File: config.mk
export PLATFORM = sky130hd
export DESIGN_NAME = tx_byte_fifo
export DESIGN_NICKNAME = d
export VERILOG_FILES = /design/src/rtl/tx_byte_fifo.sv
export SDC_FILE = /design/constraint.sdc
export NUM_CORES = 1
export LEC_CHECK = 0
export BUFFER_PORTS_ARGS = -buffer_cell sky130_fd_sc_hd__buf_4
export CORE_UTILIZATION = 35
export CTS_BUF_LIST = sky130_fd_sc_hd__clkbuf_4
export CTS_CLUSTER_DIAMETER = 100
export DETAILED_ROUTE_END_ITERATION = 12
export PLACE_DENSITY = 0.57
export SLEW_MARGIN = 40
export SYNTH_ARGS = -nofsm -noshare
export SYNTH_HDL_FRONTEND = slang
export SYNTH_SLANG_ARGS = --single-unit
File: constraint.sdc
create_clock -name clk -period 6.9 [get_ports clk]
set_clock_uncertainty 0.15 [all_clocks]
set_input_delay 0.345 -clock clk [delete_from_list [all_inputs] [get_ports clk]]
set_output_delay 0.345 -clock clk [all_outputs]
set_load 0.05 [all_outputs]
File: src/rtl/tx_byte_fifo.sv
// Byte FIFO plus one-byte-at-a-time transmit pacer feeding uart_tx.
// Define TX_FIFO_CRLF_EN to expand a popped LF (0x0A) into a CR (0x0D) frame then an LF frame.
module tx_byte_fifo #(
   parameter int unsigned DEPTH = 16,
   parameter int unsigned AW    = $clog2(DEPTH)
) (
   input  logic          clk,
   input  logic          rst,
   input  logic [7:0]    i_byte,
   input  logic          i_byte_v,
   output logic [7:0]    o_tx_byte,
   output logic          o_tx_dv,
   input  logic          i_tx_active,
   input  logic          i_tx_done,
   output logic [AW:0]   o_count,
   output logic          o_empty,
   output logic          o_full,
   output logic          o_overflow
);

   localparam int unsigned CW = AW + 1;

   typedef enum logic [1:0] {IDLE, LAUNCH, WAIT_ACT, WAIT_DONE} state_t;

   state_t          state;
   logic [7:0]      mem [DEPTH];
   logic [AW-1:0]   wr_ptr;
   logic [AW-1:0]   rd_ptr;
   logic [7:0]      head_c;
   logic            pop_c;
   logic            push_c;
   logic [CW-1:0]   count_n_c;
`ifdef TX_FIFO_CRLF_EN
   logic            lf_pending;
`endif

   assign head_c = mem[rd_ptr];

   // Pop only from IDLE with data stored; a pending LF holds off the next pop.
`ifdef TX_FIFO_CRLF_EN
   assign pop_c  = (state == IDLE) && !o_empty && !lf_pending;
`else
   assign pop_c  = (state == IDLE) && !o_empty;
`endif
   assign push_c = i_byte_v && (!o_full || pop_c);

   always_comb begin
      count_n_c = o_count;
      if (push_c && !pop_c)
         count_n_c = o_count + CW'(1);
      else if (pop_c && !push_c)
         count_n_c = o_count - CW'(1);
   end

   // Storage array carries no reset; only pointers and count define its contents.
   always_ff @(posedge clk) begin
      if (push_c)
         mem[wr_ptr] <= i_byte;
   end

   always_ff @(posedge clk) begin
      if (!rst) begin
         wr_ptr     <= '0;
         rd_ptr     <= '0;
         o_count    <= '0;
         o_empty    <= 1'b1;
         o_full     <= 1'b0;
         o_overflow <= 1'b0;
         o_tx_byte  <= 8'h00;
         o_tx_dv    <= 1'b0;
         state      <= IDLE;
`ifdef TX_FIFO_CRLF_EN
         lf_pending <= 1'b0;
`endif
      end else begin
         o_tx_dv <= 1'b0;
         if (push_c)
            wr_ptr <= wr_ptr + AW'(1);
         if (pop_c)
            rd_ptr <= rd_ptr + AW'(1);
         o_count <= count_n_c;
         o_empty <= (count_n_c == '0);
         o_full  <= (count_n_c == CW'(DEPTH));
         if (i_byte_v && !push_c)
            o_overflow <= 1'b1;

         case (state)
            IDLE: begin
`ifdef TX_FIFO_CRLF_EN
               if (lf_pending) begin
                  o_tx_byte  <= 8'h0A;
                  lf_pending <= 1'b0;
                  o_tx_dv    <= 1'b1;
                  state      <= LAUNCH;
               end else if (pop_c) begin
                  o_tx_byte  <= (head_c == 8'h0A) ? 8'h0D : head_c;
                  lf_pending <= (head_c == 8'h0A);
                  o_tx_dv    <= 1'b1;
                  state      <= LAUNCH;
               end
`else
               if (pop_c) begin
                  o_tx_byte <= head_c;
                  o_tx_dv   <= 1'b1;
                  state     <= LAUNCH;
               end
`endif
            end
            LAUNCH:
               state <= WAIT_ACT;
            // A done seen before active means the UART already finished the frame.
            WAIT_ACT: begin
               if (i_tx_done)
                  state <= IDLE;
               else if (i_tx_active)
                  state <= WAIT_DONE;
            end
            WAIT_DONE: begin
               if (i_tx_done)
                  state <= IDLE;
            end
            default:
               state <= IDLE;
         endcase
      end
   end

endmodule

After elaboration in Yosys (flattened, before gate mapping). Memories as Yosys holds them, arrays and structs flattened. A register that Yosys moved wholly into a read port is not among the register bits. Cells that the tools add are included.

Eq/ne operators: 7. Add/sub/neg operators: 4. Multiplexer cells: 10. Reductions and logical operators: 16.

Operator list (count): $mux W5 (2); $add A4 B1 Y4 const B (2); $mux W2 (4); $pmux W2 S4 (1); $add A5 B1 Y5 const B (1); $eq A5 B5 Y1 const B (1); $logic_and A1 B1 Y1 (5); $logic_not A1 Y1 (5); $logic_not A5 Y1 (1); $sub A5 B1 Y5 const B (1); $eq A2 B2 Y1 const B (2); $ne A2 B2 Y1 const B (2); $reduce_and A2 Y1 (2); $mux W1 (3); $ne A3 B3 Y1 const B (1); $reduce_and A3 Y1 (1); $eq A2 B1 Y1 const B (1); $logic_not A2 Y1 (1); $logic_or A1 B1 Y1 (1).

Bits in registers: 19. Word-level logic and storage cells: 46. Output and inout bits: 17. RAM bits: 128. Memories: 1. Bits of input ports: 13.

Memories: mem (words 16, width 8, rd ports 1, clocked after memory_dff 1, write ports 1, line 26) `logic [7:0] mem [DEPTH];`.

Logic depth before layout (Yosys ltp).
Word-level depth: 9. Gate-level depth with buffers: 6. Mapped depth without buffers: 6.

Worst setup path after synthesis. OpenSTA, ideal clock, no wires.

Path kind: register -> register. Start point: reg o_empty. End point: mem mem[0][0] (enable). Arrival time: 1933 ps. Cell stages (with the launch flop): 6. Setup time: 383 ps. Path slack: 4434 ps. Path through: dfxtp_1 > o31ai_1 > and2_1 > clkbuf_1 > nand2_1 > nor3_1.

Cells in the longest elaborated chain, start to end: 6.

RTL lines: from (decl) (line 16) `output logic o_empty,`; from (signal assigned) (line 82) `o_empty <= (count_n_c == '0);`; $logic_not A1 Y1 (line 43) `assign pop_c = (state == IDLE) && !o_empty;`; $logic_and A1 B1 Y1 (line 43); $logic_or A1 B1 Y1 (line 45) `assign push_c = i_byte_v && (!o_full || pop_c);`; $logic_and A1 B1 Y1 (line 45); $mux W1 (line 57) `if (push_c)`; $mux W1 (not written as such) (line 58) `mem[wr_ptr] <= i_byte;`; to (decl) (line 26).

No other way between the ends.

Worst setup path in the final report.
Start point: reg state[1]. End point: mem mem[14][6] (enable).

Cells in the longest elaborated chain, start to end: 6.

RTL lines: from (decl) (line 25) `state_t state;`; from (signal assigned) (line 71) `state <= IDLE;`; from (signal assigned) (line 105) `state <= LAUNCH;`; from (signal assigned) (line 110) `state <= WAIT_ACT;`; $logic_not A2 Y1 (line 43); $logic_and A1 B1 Y1 (line 43); $logic_or A1 B1 Y1 (line 45); $logic_and A1 B1 Y1 (line 45); $mux W1 (line 57); $mux W1 (not written as such) (line 58).

No other way between the ends.

==> summary.txt <==
Outcome: completed
Cell area after placement: 6600 µm²
Initial Util: 35.7%
Relative max-transition margin: 42.8%
Synthesized Nets: 374
Tmin final: 2.53 ns
Power Density: 317 nW/µm²
Vias after detailed routing: 3247
Cells after Synth: 354
First DRT Iteration DRCs: 252
Vias in the first global route: 3283
CP max stage delay: 0.69 ns
Average cell area after synthesis: 17.3 µm²
Library cells used by synthesis: 42
Die area: 18100 µm²
Final core occ: 40.5%
WP data arrival: 2.55 ns
Total power: 2.21 mW
Setup CP Type: reg -> reg
Number of cells after detailed placement: 591
CTS root buffer: clkbuf_4
Fin crit share: 36.7%
CP Data Required Time: 6.92 ns
Final setup vio count: 0
CTS Buffer Depth: 2
Io pins: 30
CP endpoint kind: flip-flop
Slew Limit Fails: 0
Post-DP HPWL: 7980 µm
IO Port Bufs: 29
GRT Residual Overflow: 0
Clk Latency, worst-skew pair: 0.55 ns
Drt first pass iters: 4
Slew @ Worst Pin: 0.855 ns
Worst-path fanout max: 8
Setup repair bufs after CTS: 0
Avg WL per Cell: 19.7 µm
Detail Route Antenna Nets: 0
Total leakage power: 2.23 nW
Hold_ws: 0.343 ns
Synth top area share: 62.7%
Post-synth EDFFs: 128
Synthesis-to-finish area growth: 13.5%
Worst setup margin: 4.37 ns
Flops & latches, synth: 155
Drc violations: 0
Max_cap viols: 0
CTS tree: built
Final hold vios: 0
Async S/R FF share, synth: 0%
Post-CTS resize count: 0
Synth area leader: edfxtp_1
Inserted Clock Buffers: 17
Fillers: 1592
Die height: 134 µm
Pre-CTS WS: 4.40 ns
Top_reg_cell synth: edfxtp_1
HP Class: reg -> reg
Die W: 134 µm
Synthesized cell area: 6130 µm²
Routability cong.: 0.768
Slowest stage cell, crit path: nor2_1
Post-Layout Cell Count: 635
# diodes: 0
Synth warn: 0
Clk slew on worst S/H paths: 0.12 ns
Vias per cell: 5.11
Delay-heaviest family, CP: simple AND/OR/NAND/NOR gates
H-Tree Depth: 4
Hold_buf cts: 12
Gr usage total: 15.1%
Cell area after layout: 6960 µm²
CTS Sinks: 155
Nets@finish: 417
Cell Rows: 48
Startpoint types: flip-flop
Most common cell in the synthesized netlist: edfxtp_1
Largest net degree at the start of global routing: 36
Layout cell share with drive strength beyond 1: 27.3%
Final WL: 12500 µm
Buf/Inv on CP: 0
First-pass GRT wire length: 19400 µm
Top cells by area, synth: edfxtp_1 (63%), mux4_2 (12%), dfxtp_1 (8.8%)
RSZ-0062 raised after global routing: no
Synth top cells by count: edfxtp_1 (128), mux4_2 (32), nor2_1 (30)
Crit-path cells: o31ai_1 > and2_1 > nand2_1 > nor2_1
Max VDD drop: 0.173 mV
Fmax achieved: 0.395 GHz
Core area: 17200 µm²
Initial antenna violation count: 0
Register area share after synthesis: 71.5%
Post-route setup TNS: 0 ns
[final timing paths]
| path | cells past startpoint | slack [ns] | to | startpoint |
|---|---|---|---|---|
| setup / recovery | 4 | 4.37 | mem[14][6] | state[1] |
| hold reg to reg | 1 | 0.34 | o_tx_byte[5] | o_tx_byte[5] |
| hold / removal | 1 | 0.34 | o_tx_byte[5] | o_tx_byte[5] |
| setup reg to reg | 4 | 4.37 | mem[14][6] | state[1] |
[placed cells by master (no fill, tap or decap), types with 3 or more instances in the layout]
master	instances
edfxtp_1	128
mux4_2	32
buf_4	32
dfxtp_1	26
nor2_1	20
clkbuf_4	18
a22oi_1	17
a21oi_1	12
dlygate4sd3_1	12
nand2_1	10
nor2_2	10
a31o_1	8
inv_1	7
ha_1	7
clkinvlp_4	6
and2_1	4
nand3_1	4
nor3_1	4
a211oi_1	4
xnor2_1	4
xor2_1	4
nor3_2	3
nor2b_1	3
nand4_1	3
clkinv_2	3
[area by class of cell]
cell class	instances	area [µm²]	area share, %
Clock buffer	18	135	1.94
Clock inverter	14	98.8	1.42
Inverter	7	26.3	0.378
Multi-Input combinational cell	172	1670	24.0
Sequential cell	155	4390	63.0
Tap cell	225	282	4.05
Timing Repair Buffer	44	360	5.18
[per-layer routing]
layer / part of all wire [%] / GRT usage [%] / vias to the layer above
met5: 0 / 0 / -
met4: 1.2 / 5.62 / 0
met3: 3.9 / 3.59 / 11
met2: 51 / 25.4 / 78
met1: 44 / 19.1 / 1663
li1: - / - / 1495
[cell families (layout without fill, tap and decap cells)]
logic type | count (synthesis) | count (layout) | synth area share [%]
adders and majority gates | 7 | 7 | 1.43
muxes | 33 | 33 | 11.9
buffers and inverters | 27 | 83 | 2.00
and+or+nand+nor | 74 | 74 | 5.92
DFF | 155 | 155 | 71.5
xor gates and xnor gates | 8 | 8 | 1.14
AOI/OAI and AO/OA | 50 | 50 | 6.10
[power by group]
part           internal (mW)  total [mW]  switching, mW
sequential              1.07        1.12         0.0493
clock                  0.145       0.465          0.320
combinational          0.255       0.623          0.368
[sequential cells by signal, indices dropped and copies added, names as in the netlist]
register / cells
o_tx_dv: 1
wr_ptr: 4
rd_ptr: 4
o_full: 1
state: 2
o_overflow: 1
o_count: 5
mem: 128
o_empty: 1
o_tx_byte: 8
Note: power is estimated with default switching activity, not from simulation.
